--- src/rtl/rec_play_sequencer_pkg.sv ---
// Shared types and constants for the record/playback sequencer.
// Page addresses are {ADDR_MSB, page, 5'b0}.
package rec_play_sequencer_pkg;

    localparam int   PAGE_W            = 10;
    localparam int   BYTE_W            = 5;
    localparam int   ADDR_W            = 1 + PAGE_W + BYTE_W;
    localparam logic ADDR_MSB          = 1'b1;
    localparam int   DEFAULT_LAST_PAGE = 936;

    typedef enum logic [2:0] {
        IDLE      = 3'd0,
        REC_CMD   = 3'd1,
        REC_DATA  = 3'd2,
        PLAY_CMD  = 3'd3,
        PLAY_DATA = 3'd4,
        WAIT_DONE = 3'd5
    } state_t;

    function automatic logic [ADDR_W-1:0] page_addr(input logic [PAGE_W-1:0] page);
        return {ADDR_MSB, page, {BYTE_W{1'b0}}};
    endfunction

endpackage

--- src/rtl/rec_play_sequencer_if.sv ---
// Packet handshake bundle between the sequencer (master) and the serial
// memory interface (slave).
interface rec_play_sequencer_if;
    import rec_play_sequencer_pkg::*;

    logic              mem_cmd_valid;
    logic              mem_cmd_write;
    logic [ADDR_W-1:0] mem_addr;
    logic              mem_cmd_ready;
    logic              mem_wvalid;
    logic [7:0]        mem_wdata;
    logic              mem_wready;
    logic              mem_rreq;
    logic              mem_rvalid;
    logic [7:0]        mem_rdata;
    logic              mem_done;
    logic              mem_abort;

    modport master (
        output mem_cmd_valid, mem_cmd_write, mem_addr, mem_wvalid, mem_wdata,
               mem_rreq, mem_abort,
        input  mem_cmd_ready, mem_wready, mem_rvalid, mem_rdata, mem_done
    );

    modport slave (
        input  mem_cmd_valid, mem_cmd_write, mem_addr, mem_wvalid, mem_wdata,
               mem_rreq, mem_abort,
        output mem_cmd_ready, mem_wready, mem_rvalid, mem_rdata, mem_done
    );

endinterface

--- src/rtl/rec_play_sequencer_page_counter.sv ---
// Memory page position for the sequencer; clear wins over increment.
module rec_play_sequencer_page_counter
    import rec_play_sequencer_pkg::*;
#(
    parameter int LAST_PAGE = DEFAULT_LAST_PAGE
) (
    input  logic              clk,
    input  logic              reset,
    input  logic              clr,
    input  logic              inc,
    output logic [PAGE_W-1:0] page,
    output logic              is_last
);

    logic [PAGE_W-1:0] page_reg;

    always_ff @(posedge clk or posedge reset) begin
        if (reset) begin
            page_reg <= '0;
        end else if (clr) begin
            page_reg <= '0;
        end else if (inc) begin
            page_reg <= page_reg + PAGE_W'(1);
        end
    end

    assign page    = page_reg;
    assign is_last = (page_reg == PAGE_W'(LAST_PAGE));

endmodule

--- src/rtl/rec_play_sequencer.sv ---
// Record/playback controller: one 32-byte packet per memory page, one byte
// per sample tick, with stop/restart aborts and sticky status flags.
module rec_play_sequencer
    import rec_play_sequencer_pkg::*;
#(
    parameter int LAST_PAGE    = DEFAULT_LAST_PAGE,
    parameter int PACKET_BYTES = 32
) (
    input  logic                 clk,
    input  logic                 reset,
    input  logic                 rec_butt,
    input  logic                 play_butt,
    input  logic                 stop_butt,
    input  logic                 sample_tick,
    input  logic [7:0]           sample_in,
    rec_play_sequencer_if.master mem,
    output logic [7:0]           audio_out,
    output logic                 audio_valid,
    output logic [BYTE_W-1:0]    byte_idx,
    output logic                 recording,
    output logic                 playing,
    output logic                 rec_full,
    output logic                 overrun,
    output logic                 underrun
);

    localparam logic [BYTE_W-1:0] LAST_BYTE = BYTE_W'(PACKET_BYTES - 1);

    state_t            state_reg, state_next;
    logic [BYTE_W-1:0] byte_idx_reg, byte_idx_next;
    logic              rec_mode_reg, rec_mode_next;
    logic              cmd_valid_reg, cmd_valid_next;
    logic              wvalid_reg, wvalid_next;
    logic [7:0]        wdata_reg, wdata_next;
    logic              rreq_reg, rreq_next;
    logic              abort_reg, abort_next;
    logic [7:0]        audio_out_reg, audio_out_next;
    logic              audio_valid_reg, audio_valid_next;
    logic              recording_reg, recording_next;
    logic              playing_reg, playing_next;
    logic              rec_full_reg, rec_full_next;
    logic              overrun_reg, overrun_next;
    logic              underrun_reg, underrun_next;

    logic              page_clr, page_inc, page_is_last;
    logic [PAGE_W-1:0] page;
    logic              start, start_rec;

    rec_play_sequencer_page_counter #(
        .LAST_PAGE (LAST_PAGE)
    ) u_page_counter (
        .clk     (clk),
        .reset   (reset),
        .clr     (page_clr),
        .inc     (page_inc),
        .page    (page),
        .is_last (page_is_last)
    );

    always_ff @(posedge clk or posedge reset) begin
        if (reset) begin
            state_reg       <= IDLE;
            byte_idx_reg    <= '0;
            rec_mode_reg    <= 1'b0;
            cmd_valid_reg   <= 1'b0;
            wvalid_reg      <= 1'b0;
            wdata_reg       <= 8'h00;
            rreq_reg        <= 1'b0;
            abort_reg       <= 1'b0;
            audio_out_reg   <= 8'h00;
            audio_valid_reg <= 1'b0;
            recording_reg   <= 1'b0;
            playing_reg     <= 1'b0;
            rec_full_reg    <= 1'b0;
            overrun_reg     <= 1'b0;
            underrun_reg    <= 1'b0;
        end else begin
            state_reg       <= state_next;
            byte_idx_reg    <= byte_idx_next;
            rec_mode_reg    <= rec_mode_next;
            cmd_valid_reg   <= cmd_valid_next;
            wvalid_reg      <= wvalid_next;
            wdata_reg       <= wdata_next;
            rreq_reg        <= rreq_next;
            abort_reg       <= abort_next;
            audio_out_reg   <= audio_out_next;
            audio_valid_reg <= audio_valid_next;
            recording_reg   <= recording_next;
            playing_reg     <= playing_next;
            rec_full_reg    <= rec_full_next;
            overrun_reg     <= overrun_next;
            underrun_reg    <= underrun_next;
        end
    end

    always_comb begin
        state_next       = state_reg;
        byte_idx_next    = byte_idx_reg;
        rec_mode_next    = rec_mode_reg;
        wvalid_next      = wvalid_reg;
        wdata_next       = wdata_reg;
        rreq_next        = rreq_reg;
        abort_next       = 1'b0;
        audio_out_next   = audio_out_reg;
        audio_valid_next = 1'b0;
        rec_full_next    = rec_full_reg;
        overrun_next     = overrun_reg;
        underrun_next    = underrun_reg;
        page_clr         = 1'b0;
        page_inc         = 1'b0;
        start            = 1'b0;
        start_rec        = 1'b0;

        // Buttons override every datapath event in the same cycle.
        if (state_reg == IDLE) begin
            start     = rec_butt | play_butt;
            start_rec = rec_butt;
        end else if (stop_butt) begin
            abort_next    = 1'b1;
            state_next    = IDLE;
            page_clr      = 1'b1;
            byte_idx_next = '0;
            wvalid_next   = 1'b0;
            rreq_next     = 1'b0;
        end else if (rec_butt | play_butt) begin
            abort_next = 1'b1;
            start      = 1'b1;
            start_rec  = rec_butt;
        end else begin
            case (state_reg)
                REC_CMD, PLAY_CMD: begin
                    if (cmd_valid_reg && mem.mem_cmd_ready) begin
                        state_next    = (state_reg == REC_CMD) ? REC_DATA : PLAY_DATA;
                        byte_idx_next = '0;
                    end
                end
                REC_DATA: begin
                    if (sample_tick && wvalid_reg) begin
                        overrun_next = 1'b1;
                    end else if (sample_tick) begin
                        wvalid_next = 1'b1;
                        wdata_next  = sample_in;
                    end
                    if (wvalid_reg && mem.mem_wready) begin
                        wvalid_next = 1'b0;
                        if (byte_idx_reg == LAST_BYTE) begin
                            byte_idx_next = '0;
                            state_next    = WAIT_DONE;
                        end else begin
                            byte_idx_next = byte_idx_reg + BYTE_W'(1);
                        end
                    end
                end
                PLAY_DATA: begin
                    if (sample_tick && rreq_reg) begin
                        underrun_next = 1'b1;
                    end else if (sample_tick) begin
                        rreq_next = 1'b1;
                    end
                    if (rreq_reg && mem.mem_rvalid) begin
                        rreq_next        = 1'b0;
                        audio_out_next   = mem.mem_rdata;
                        audio_valid_next = 1'b1;
                        if (byte_idx_reg == LAST_BYTE) begin
                            byte_idx_next = '0;
                            state_next    = WAIT_DONE;
                        end else begin
                            byte_idx_next = byte_idx_reg + BYTE_W'(1);
                        end
                    end
                end
                WAIT_DONE: begin
                    if (mem.mem_done) begin
                        if (page_is_last) begin
                            page_clr   = 1'b1;
                            state_next = IDLE;
                            if (rec_mode_reg) begin
                                rec_full_next = 1'b1;
                            end
                        end else begin
                            page_inc   = 1'b1;
                            state_next = rec_mode_reg ? REC_CMD : PLAY_CMD;
                        end
                    end
                end
                default: ;
            endcase
        end

        if (start) begin
            state_next    = start_rec ? REC_CMD : PLAY_CMD;
            rec_mode_next = start_rec;
            page_clr      = 1'b1;
            byte_idx_next = '0;
            wvalid_next   = 1'b0;
            rreq_next     = 1'b0;
            rec_full_next = 1'b0;
            overrun_next  = 1'b0;
            underrun_next = 1'b0;
        end

        // A restart spends its abort cycle with the command request low.
        cmd_valid_next = ((state_next == REC_CMD) || (state_next == PLAY_CMD)) && !abort_next;
        recording_next = (state_next != IDLE) && rec_mode_next;
        playing_next   = (state_next != IDLE) && !rec_mode_next;
    end

    assign mem.mem_cmd_valid = cmd_valid_reg;
    assign mem.mem_cmd_write = rec_mode_reg;
    assign mem.mem_addr      = page_addr(page);
    assign mem.mem_wvalid    = wvalid_reg;
    assign mem.mem_wdata     = wdata_reg;
    assign mem.mem_rreq      = rreq_reg;
    assign mem.mem_abort     = abort_reg;
    assign audio_out         = audio_out_reg;
    assign audio_valid       = audio_valid_reg;
    assign byte_idx          = byte_idx_reg;
    assign recording         = recording_reg;
    assign playing           = playing_reg;
    assign rec_full          = rec_full_reg;
    assign overrun           = overrun_reg;
    assign underrun          = underrun_reg;

endmodule
--- src/flat_wrapper.sv ---
// flat-port wrapper written by rule: the top's interface ports become plain ports
module rec_play_sequencer_flat import rec_play_sequencer_pkg::*;
#(
    parameter int LAST_PAGE    = DEFAULT_LAST_PAGE,
    parameter int PACKET_BYTES = 32
)
  (clk, reset, rec_butt, play_butt, stop_butt, sample_tick, sample_in, audio_out, audio_valid, byte_idx, recording, playing, rec_full, overrun, underrun, mem_mem_cmd_valid, mem_mem_cmd_write, mem_mem_addr, mem_mem_wvalid, mem_mem_wdata, mem_mem_rreq, mem_mem_abort, mem_mem_cmd_ready, mem_mem_wready, mem_mem_rvalid, mem_mem_rdata, mem_mem_done);
  rec_play_sequencer_if mem_i ();
  input  logic clk;
  input  logic reset;
  input  logic rec_butt;
  input  logic play_butt;
  input  logic stop_butt;
  input  logic sample_tick;
  input  logic [7:0] sample_in;
  output logic [7:0] audio_out;
  output logic audio_valid;
  output logic [BYTE_W-1:0] byte_idx;
  output logic recording;
  output logic playing;
  output logic rec_full;
  output logic overrun;
  output logic underrun;
  output wire logic [$bits(mem_i.mem_cmd_valid)-1:0] mem_mem_cmd_valid;
  output wire logic [$bits(mem_i.mem_cmd_write)-1:0] mem_mem_cmd_write;
  output wire logic [$bits(mem_i.mem_addr)-1:0] mem_mem_addr;
  output wire logic [$bits(mem_i.mem_wvalid)-1:0] mem_mem_wvalid;
  output wire logic [$bits(mem_i.mem_wdata)-1:0] mem_mem_wdata;
  output wire logic [$bits(mem_i.mem_rreq)-1:0] mem_mem_rreq;
  output wire logic [$bits(mem_i.mem_abort)-1:0] mem_mem_abort;
  input wire logic [$bits(mem_i.mem_cmd_ready)-1:0] mem_mem_cmd_ready;
  input wire logic [$bits(mem_i.mem_wready)-1:0] mem_mem_wready;
  input wire logic [$bits(mem_i.mem_rvalid)-1:0] mem_mem_rvalid;
  input wire logic [$bits(mem_i.mem_rdata)-1:0] mem_mem_rdata;
  input wire logic [$bits(mem_i.mem_done)-1:0] mem_mem_done;
  assign mem_mem_cmd_valid = mem_i.mem_cmd_valid;
  assign mem_mem_cmd_write = mem_i.mem_cmd_write;
  assign mem_mem_addr = mem_i.mem_addr;
  assign mem_mem_wvalid = mem_i.mem_wvalid;
  assign mem_mem_wdata = mem_i.mem_wdata;
  assign mem_mem_rreq = mem_i.mem_rreq;
  assign mem_mem_abort = mem_i.mem_abort;
  assign mem_i.mem_cmd_ready = mem_mem_cmd_ready;
  assign mem_i.mem_wready = mem_mem_wready;
  assign mem_i.mem_rvalid = mem_mem_rvalid;
  assign mem_i.mem_rdata = mem_mem_rdata;
  assign mem_i.mem_done = mem_mem_done;
  rec_play_sequencer #(.LAST_PAGE(LAST_PAGE), .PACKET_BYTES(PACKET_BYTES)) u_core (.clk(clk), .reset(reset), .rec_butt(rec_butt), .play_butt(play_butt), .stop_butt(stop_butt), .sample_tick(sample_tick), .sample_in(sample_in), .mem(mem_i), .audio_out(audio_out), .audio_valid(audio_valid), .byte_idx(byte_idx), .recording(recording), .playing(playing), .rec_full(rec_full), .overrun(overrun), .underrun(underrun));
endmodule
--- config.mk ---
export PLATFORM = sky130hd
export DESIGN_NAME = rec_play_sequencer_flat
export DESIGN_NICKNAME = d
export VERILOG_FILES = /design/src/rtl/rec_play_sequencer_pkg.sv /design/src/rtl/rec_play_sequencer_if.sv /design/src/rtl/rec_play_sequencer_page_counter.sv /design/src/rtl/rec_play_sequencer.sv /design/src/flat_wrapper.sv
export SDC_FILE = /design/constraint.sdc
export NUM_CORES = 1
export LEC_CHECK = 0
export ABC_AREA = 1
export BUFFER_PORTS_ARGS = -buffer_cell sky130_fd_sc_hd__buf_2
export CORE_ASPECT_RATIO = 1.2
export CORE_MARGIN = 2
export CORE_UTILIZATION = 52
export CTS_CLUSTER_DIAMETER = 60
export DETAILED_ROUTE_END_ITERATION = 8
export PLACE_DENSITY = 0.8
export REMOVE_ABC_BUFFERS = 1
export SLEW_MARGIN = 20
export SYNTH_ARGS = -nofsm -noshare
export SYNTH_HDL_FRONTEND = slang
export SYNTH_SLANG_ARGS = --single-unit
--- constraint.sdc ---
create_clock -name clk -period 2.6 [get_ports clk]
set_clock_uncertainty 0.1 [all_clocks]
set_input_delay 0.39 -clock clk [delete_from_list [all_inputs] [get_ports clk]]
set_output_delay 0.39 -clock clk [all_outputs]
set_load 0.005 [all_outputs]
Word level (Yosys, flattened, before mapping). Cells that the tools add are included.

Flip-flop bits (word level): 45. Input port bits: 26.

Add/sub/neg operators: 2. Equal/unequal tests: 18. Mux-type cells: 87. Bitwise logic cells: 5. Reductions and logical operators: 36.

Operator list (count): $mux W1 (62); $mux W5 (8); $mux W3 (11); $reduce_and A5 Y1 (5); $mux W10 (2); $reduce_bool A2 Y1 (9); $pmux W5 S3 (1); $ne A4 B2 Y1 const B (3); $pmux W3 S4 (1); $reduce_and A6 Y1 (2); $add A10 B1 Y10 const B (1); $eq A10 B10 Y1 const B (1); $eq A3 B2 Y1 const B (3); $reduce_bool A3 Y1 (3); $logic_and A1 B1 Y1 (8); $ne A4 B3 Y1 const B (2); $reduce_bool A4 Y1 (2); $reduce_and A7 Y1 (1); $eq A3 B1 Y1 const B (2); $eq A3 B3 Y1 const B (2); $ne A2 B1 Y1 const B (3); $add A5 B1 Y5 const B (1); $eq A5 B5 Y1 const B (1); $reduce_bool A5 Y1 (1); 8 further kinds (13).

Depth between registers and ports, before layout.
Depth in word-level cells: 11. Depth in mapped cells: 14.

Hierarchy. From an unflattened synthesis, not the netlist that was laid out.

Cell total of the unflattened synthesis: 297. Area, all modules: 2497.4 um^2.

Modules (own cells, without submodules): rec_play_sequencer (times used 1, cells each 217, area an instance 1878.1 um^2, sequential area each 875.8 um^2); rec_play_sequencer_page_counter (times used 1, cells each 80, area an instance 619.3 um^2, sequential area each 250.2 um^2).

Least setup slack after synthesis. OpenSTA, ideal clock, no wires.

Path type: register to register. Start point: register u_core.byte_idx_reg[0] (netlist: u_core.byte_idx[0]). End point: register u_core.playing_reg (netlist: u_core.playing). Setup time: 123 ps. Data arrival time: 1588 ps. Path slack: 790 ps. Stages on the path, launching flop included: 15. Period minus slack after synthesis: 1810 ps. Cell sequence: dfrtp_1 > ha_1 > nand2_1 > nor2_1 > ha_1 > inv_1 > nor2_1 > nand2_1 > nand2_1 > nor2_1 > nand3_1 > nand2_1 > nand2_2 > nor2_1 > nor2_1.

Cells in the longest elaborated chain, start to end: 10. Elaborated cells on any way between the ends: 11. Classes of those cells: eq/ne (1); mux (8); reduce/logical (2).

RTL lines: start, declared (line rec_play_sequencer.sv:30) `logic [BYTE_W-1:0] byte_idx_reg, byte_idx_next;`; start signal, assigned (line rec_play_sequencer.sv:79) `byte_idx_reg <= byte_idx_next;`; $eq A5 B5 Y1 (*) (line rec_play_sequencer.sv:146, rec_play_sequencer.sv:164); $mux W3 (*) (line rec_play_sequencer.sv:146, rec_play_sequencer.sv:164); $mux W3, on equally long branches (line rec_play_sequencer.sv:160, rec_play_sequencer.sv:144); $pmux W3 S4 (*) (line rec_play_sequencer.sv:130) `case (state_reg)`; $mux W3 (*) (line rec_play_sequencer.sv:125) `end else if (rec_butt | play_butt) begin`; $mux W3 (*) (line rec_play_sequencer.sv:118) `end else if (stop_butt) begin`; $mux W3 (*) (line rec_play_sequencer.sv:115) `if (state_reg == IDLE) begin`; $mux W3 (*) (line rec_play_sequencer.sv:190) `if (start) begin`; net u_core.state_next[0] (line rec_play_sequencer.sv:29) `state_t state_reg, state_next;`; $reduce_bool A3 Y1 (*) (line rec_play_sequencer.sv:205) `playing_next = (state_next != IDLE) && !rec_mode_next;`; $logic_and A1 B1 Y1 (*) (line rec_play_sequencer.sv:205); net u_core.playing_next (line rec_play_sequencer.sv:40) `logic playing_reg, playing_next;`; end signal, assigned (line rec_play_sequencer.sv:89) `playing_reg <= playing_next;`; end, declared (line rec_play_sequencer.sv:40).

Mark *: on every way through the listed nets, which the timed path passes. The rest lies on a longest branch. A chain may end at the register's enable or synchronous reset.

Worst setup path in the final report.
Start point: register u_core.byte_idx_reg[0] (netlist: u_core.byte_idx[0]). End point: register u_core.playing_reg (netlist: u_core.playing).

Cells in the longest elaborated chain, start to end: 10. Elaborated cells on any way between the ends: 11. Classes of those cells: eq/ne (1); mux (8); reduce/logical (2).

RTL lines (line): $eq A5 B5 Y1 (*) (rec_play_sequencer.sv:146, rec_play_sequencer.sv:164); $mux W3 (*) (rec_play_sequencer.sv:146, rec_play_sequencer.sv:164); $mux W3, on equally long branches (rec_play_sequencer.sv:160, rec_play_sequencer.sv:144); $pmux W3 S4 (*) (rec_play_sequencer.sv:130); $mux W3 (*) (rec_play_sequencer.sv:125); $mux W3 (*) (rec_play_sequencer.sv:118); $mux W3 (*) (rec_play_sequencer.sv:115); $mux W3 (*) (rec_play_sequencer.sv:190); $reduce_bool A3 Y1 (*) (rec_play_sequencer.sv:205); $logic_and A1 B1 Y1 (*) (rec_play_sequencer.sv:205); net u_core.playing_next (rec_play_sequencer.sv:40).

Marks and branches as above.

==> flow_summary.toml <==
[floorplan]
die_w_um = 67.2
die_h_um = 79.9
initial_core_util = 0.543
core_mm2 = 0.00459
ioPinCount = 74
row_count = 27
dieArea_mm2 = 0.00537

[logic_synthesis]
ys_ff_latch = 45
synth-main-ff-cell = "dfrtp_1"
ys_types = 37
ys_seq_area_frac = 0.451
ys_warn_count = 0
avgSynthCellArea_um2 = 7.68
netlist_instances = 325
ys_async_sr_fraction = 1.00
synth_area_mm2 = 0.00249
synth-edff-count = 0

[place]
port-buffer-count = 67
dp_hpwl_um = 4130
dp_slack_ns = 0.625
place_congestion = 0.915

[drt]
drc = 0
routedWlPerCell_um = 11.7
viasPerCell = 4.92
routed_wl_um = 5340
drt_iter0_markers = 95
via_count = 2240
drtAntennaViolNets = 0
firstDrtPassIters = 4

[clock_tree]
clk_pin_slew_ns = 0.09
numCtsBuffers = 5
worstSkewPairLatency_ns = 0.31
clockBufferDepth = 2
htree_levels = 2
cts_resized = 0
clock-root-buffer = "clkbuf_8"
postCtsSetupBuffers = 0
cts_tree = "yes"
hold_buffers = 0
cts.sinks = 45

[timing]
worst_pin_slew_ns = 0.614
slew_violations = 0
rsz0062_at_grt = "no"
fmax_mhz = 498
finalHoldViolations = 0
setup_viol = 0
finalSetupTns_ns = 0
max_slew_margin = 0.590
finalWorstSetupSlack_ns = 0.594
min_period_over_period = 0.772
post-route-min-period_ns = 2.01

[job]
maxCapViolations = 0

[layout]
largest_reg_flops = 10
synthToLayoutAreaGrowth_pct = 19.6
diodes = 0
num-nets-final = 426
drive_gt1_frac = 0.277
fillers = 398

[power_and_ir_drop]
p_sw_mw = 0.431
p_per_area_mw_per_mm2 = 530
swShare = 0.272
ir_drop_mv = 0.357
pwr-share-clk = 0.354
p_leak_nw = 1.73
power_frac_seq = 0.488
p_comb_frac = 0.158
p_int_mw = 1.15

[global_route]
first_global_vias = 2143
antenna_found_initial = 0
grt_max_degree = 33
grt_pass1_wl_um = 9290
track_usage = 0.225
grt_overflow_total = 0

[setup_path]
r2r-start = "u_core.byte_idx[0]"
end_kind = "flop"
cp.arrival_ns = 2.10
rrSetupSlack_ns = 0.59
reg2reg_to = "u_core.playing"
worstSetupStartpointType = "flop"
worstPathRequired_ns = 2.69
rr_worst_depth = 14
criticalPathCategory = "flop to flop"
critPathMaxFanout = 5

[status]
status = "completed"

[min_path]
min_path_type = "primary input to async pin"
-- metrics by stage --
stage	total power [mW]	hold WS [ns]	utilization	instance area, um^2	instances
after floorplan	0.939	0.372	-	2440	320
after global placement	1.03	0.356	0.623	2860	447
after detailed placement	1.03	0.364	0.623	2860	447
after CTS	1.59	0.123	0.650	2980	455
after global routing	1.66	0.116	0.650	2980	455
final	1.58	0.0471	0.650	2980	455
-- synth_stat cells (5+ instances only) --
cell / instances / share of area
o21ai_0: 5 / 0.010
nand3_1: 18 / 0.036
buf_4: 7 / 0.021
nand4_1: 6 / 0.015
inv_2: 6 / 0.0090
inv_1: 30 / 0.045
nand2_1: 119 / 0.18
nor2_1: 34 / 0.051
dfrtp_1: 45 / 0.45
-- cell usage in the layout, fill, tap and decap left out, types with 4 or more instances in the layout --
master,n
ha_1,4
inv_2,7
o21ai_0,5
nor2_2,4
xor2_1,4
inv_1,29
nor2_1,34
nand2_2,4
nand3_1,18
nand4_1,6
a21oi_1,4
conb_1,6
clkbuf_8,6
dfrtp_1,45
nand2_1,119
buf_2,67
-- cell type report --
cell class,instances,area [um^2],share of cell area
clock inverters,2,37.5,0.0126
well taps,58,72.6,0.0243
repair buffers,69,350,0.117
multi-input cells,236,1160,0.388
flip-flops and latches,45,1130,0.377
inverters,39,158,0.0528
clock buffers,6,82.6,0.0277
-- cells by family (layout without fill, tap and decap cells) --
logic type / after synthesis / in the layout / synth area share
xor gates and xnor gates: 4 / 4 / 0.0140
and+or+nand+nor: 202 / 202 / 0.366
adders and majority gates: 4 / 4 / 0.0201
AOI/OAI and AO/OA: 20 / 20 / 0.0552
DFF: 45 / 45 / 0.451
other: 2 / 6 / 0.00301
buffers and inverters: 48 / 116 / 0.0908
-- routing by layer --
metal / wire (um) / track usage / share of wire / vias to the layer above
met4: 95 / 0.0673 / 0.018 / 0
met3: 379 / 0.0592 / 0.071 / 11
met5: 0 / 0 / 0 / -
met1: 2150 / 0.268 / 0.40 / 1014
li1: - / - / - / 1140
met2: 2710 / 0.392 / 0.51 / 75
-- how the worst max path moves through the flow --
stage                                end  slack, ns  cells after the start          startpoint
after floorplan           u_core.playing       0.79                     14  u_core.byte_idx[0]
after global placement    u_core.playing       0.70                     13  u_core.byte_idx[1]
after detailed placement  u_core.playing       0.62                     14  u_core.byte_idx[0]
after CTS                 u_core.playing       0.61                     14  u_core.byte_idx[0]
after global routing      u_core.playing       0.34                     13  u_core.byte_idx[0]
final                     u_core.playing       0.59                     14  u_core.byte_idx[0]
-- worst max-delay path, cell delays in order (launching register included) --
cell and delay (ns):
dfrtp_1 0.43, ha_1 0.24, nand2_1 0.09, nor2_1 0.05
ha_1 0.20, inv_1 0.10, nor2_1 0.07, nand2_1 0.08
nand3_1 0.07, nand2_1 0.06, nand2_1 0.05, nand2_1 0.11
nand2_1 0.06, nor2_1 0.13, nor2_1 0.06
-- power groups by stage --
| stage | clock, mW | sequential, mW | combinational (mW) |
|---|---|---|---|
| 2_1_floorplan | 0 | 0.788 | 0.151 |
| 3_3_place_gp | 0 | 0.785 | 0.245 |
| 3_5_place_dp | 0 | 0.784 | 0.249 |
| 4_1_cts | 0.569 | 0.772 | 0.251 |
| 5_1_grt | 0.605 | 0.778 | 0.282 |
| 6_report | 0.560 | 0.772 | 0.249 |
(Power assumes the default switching activity.)
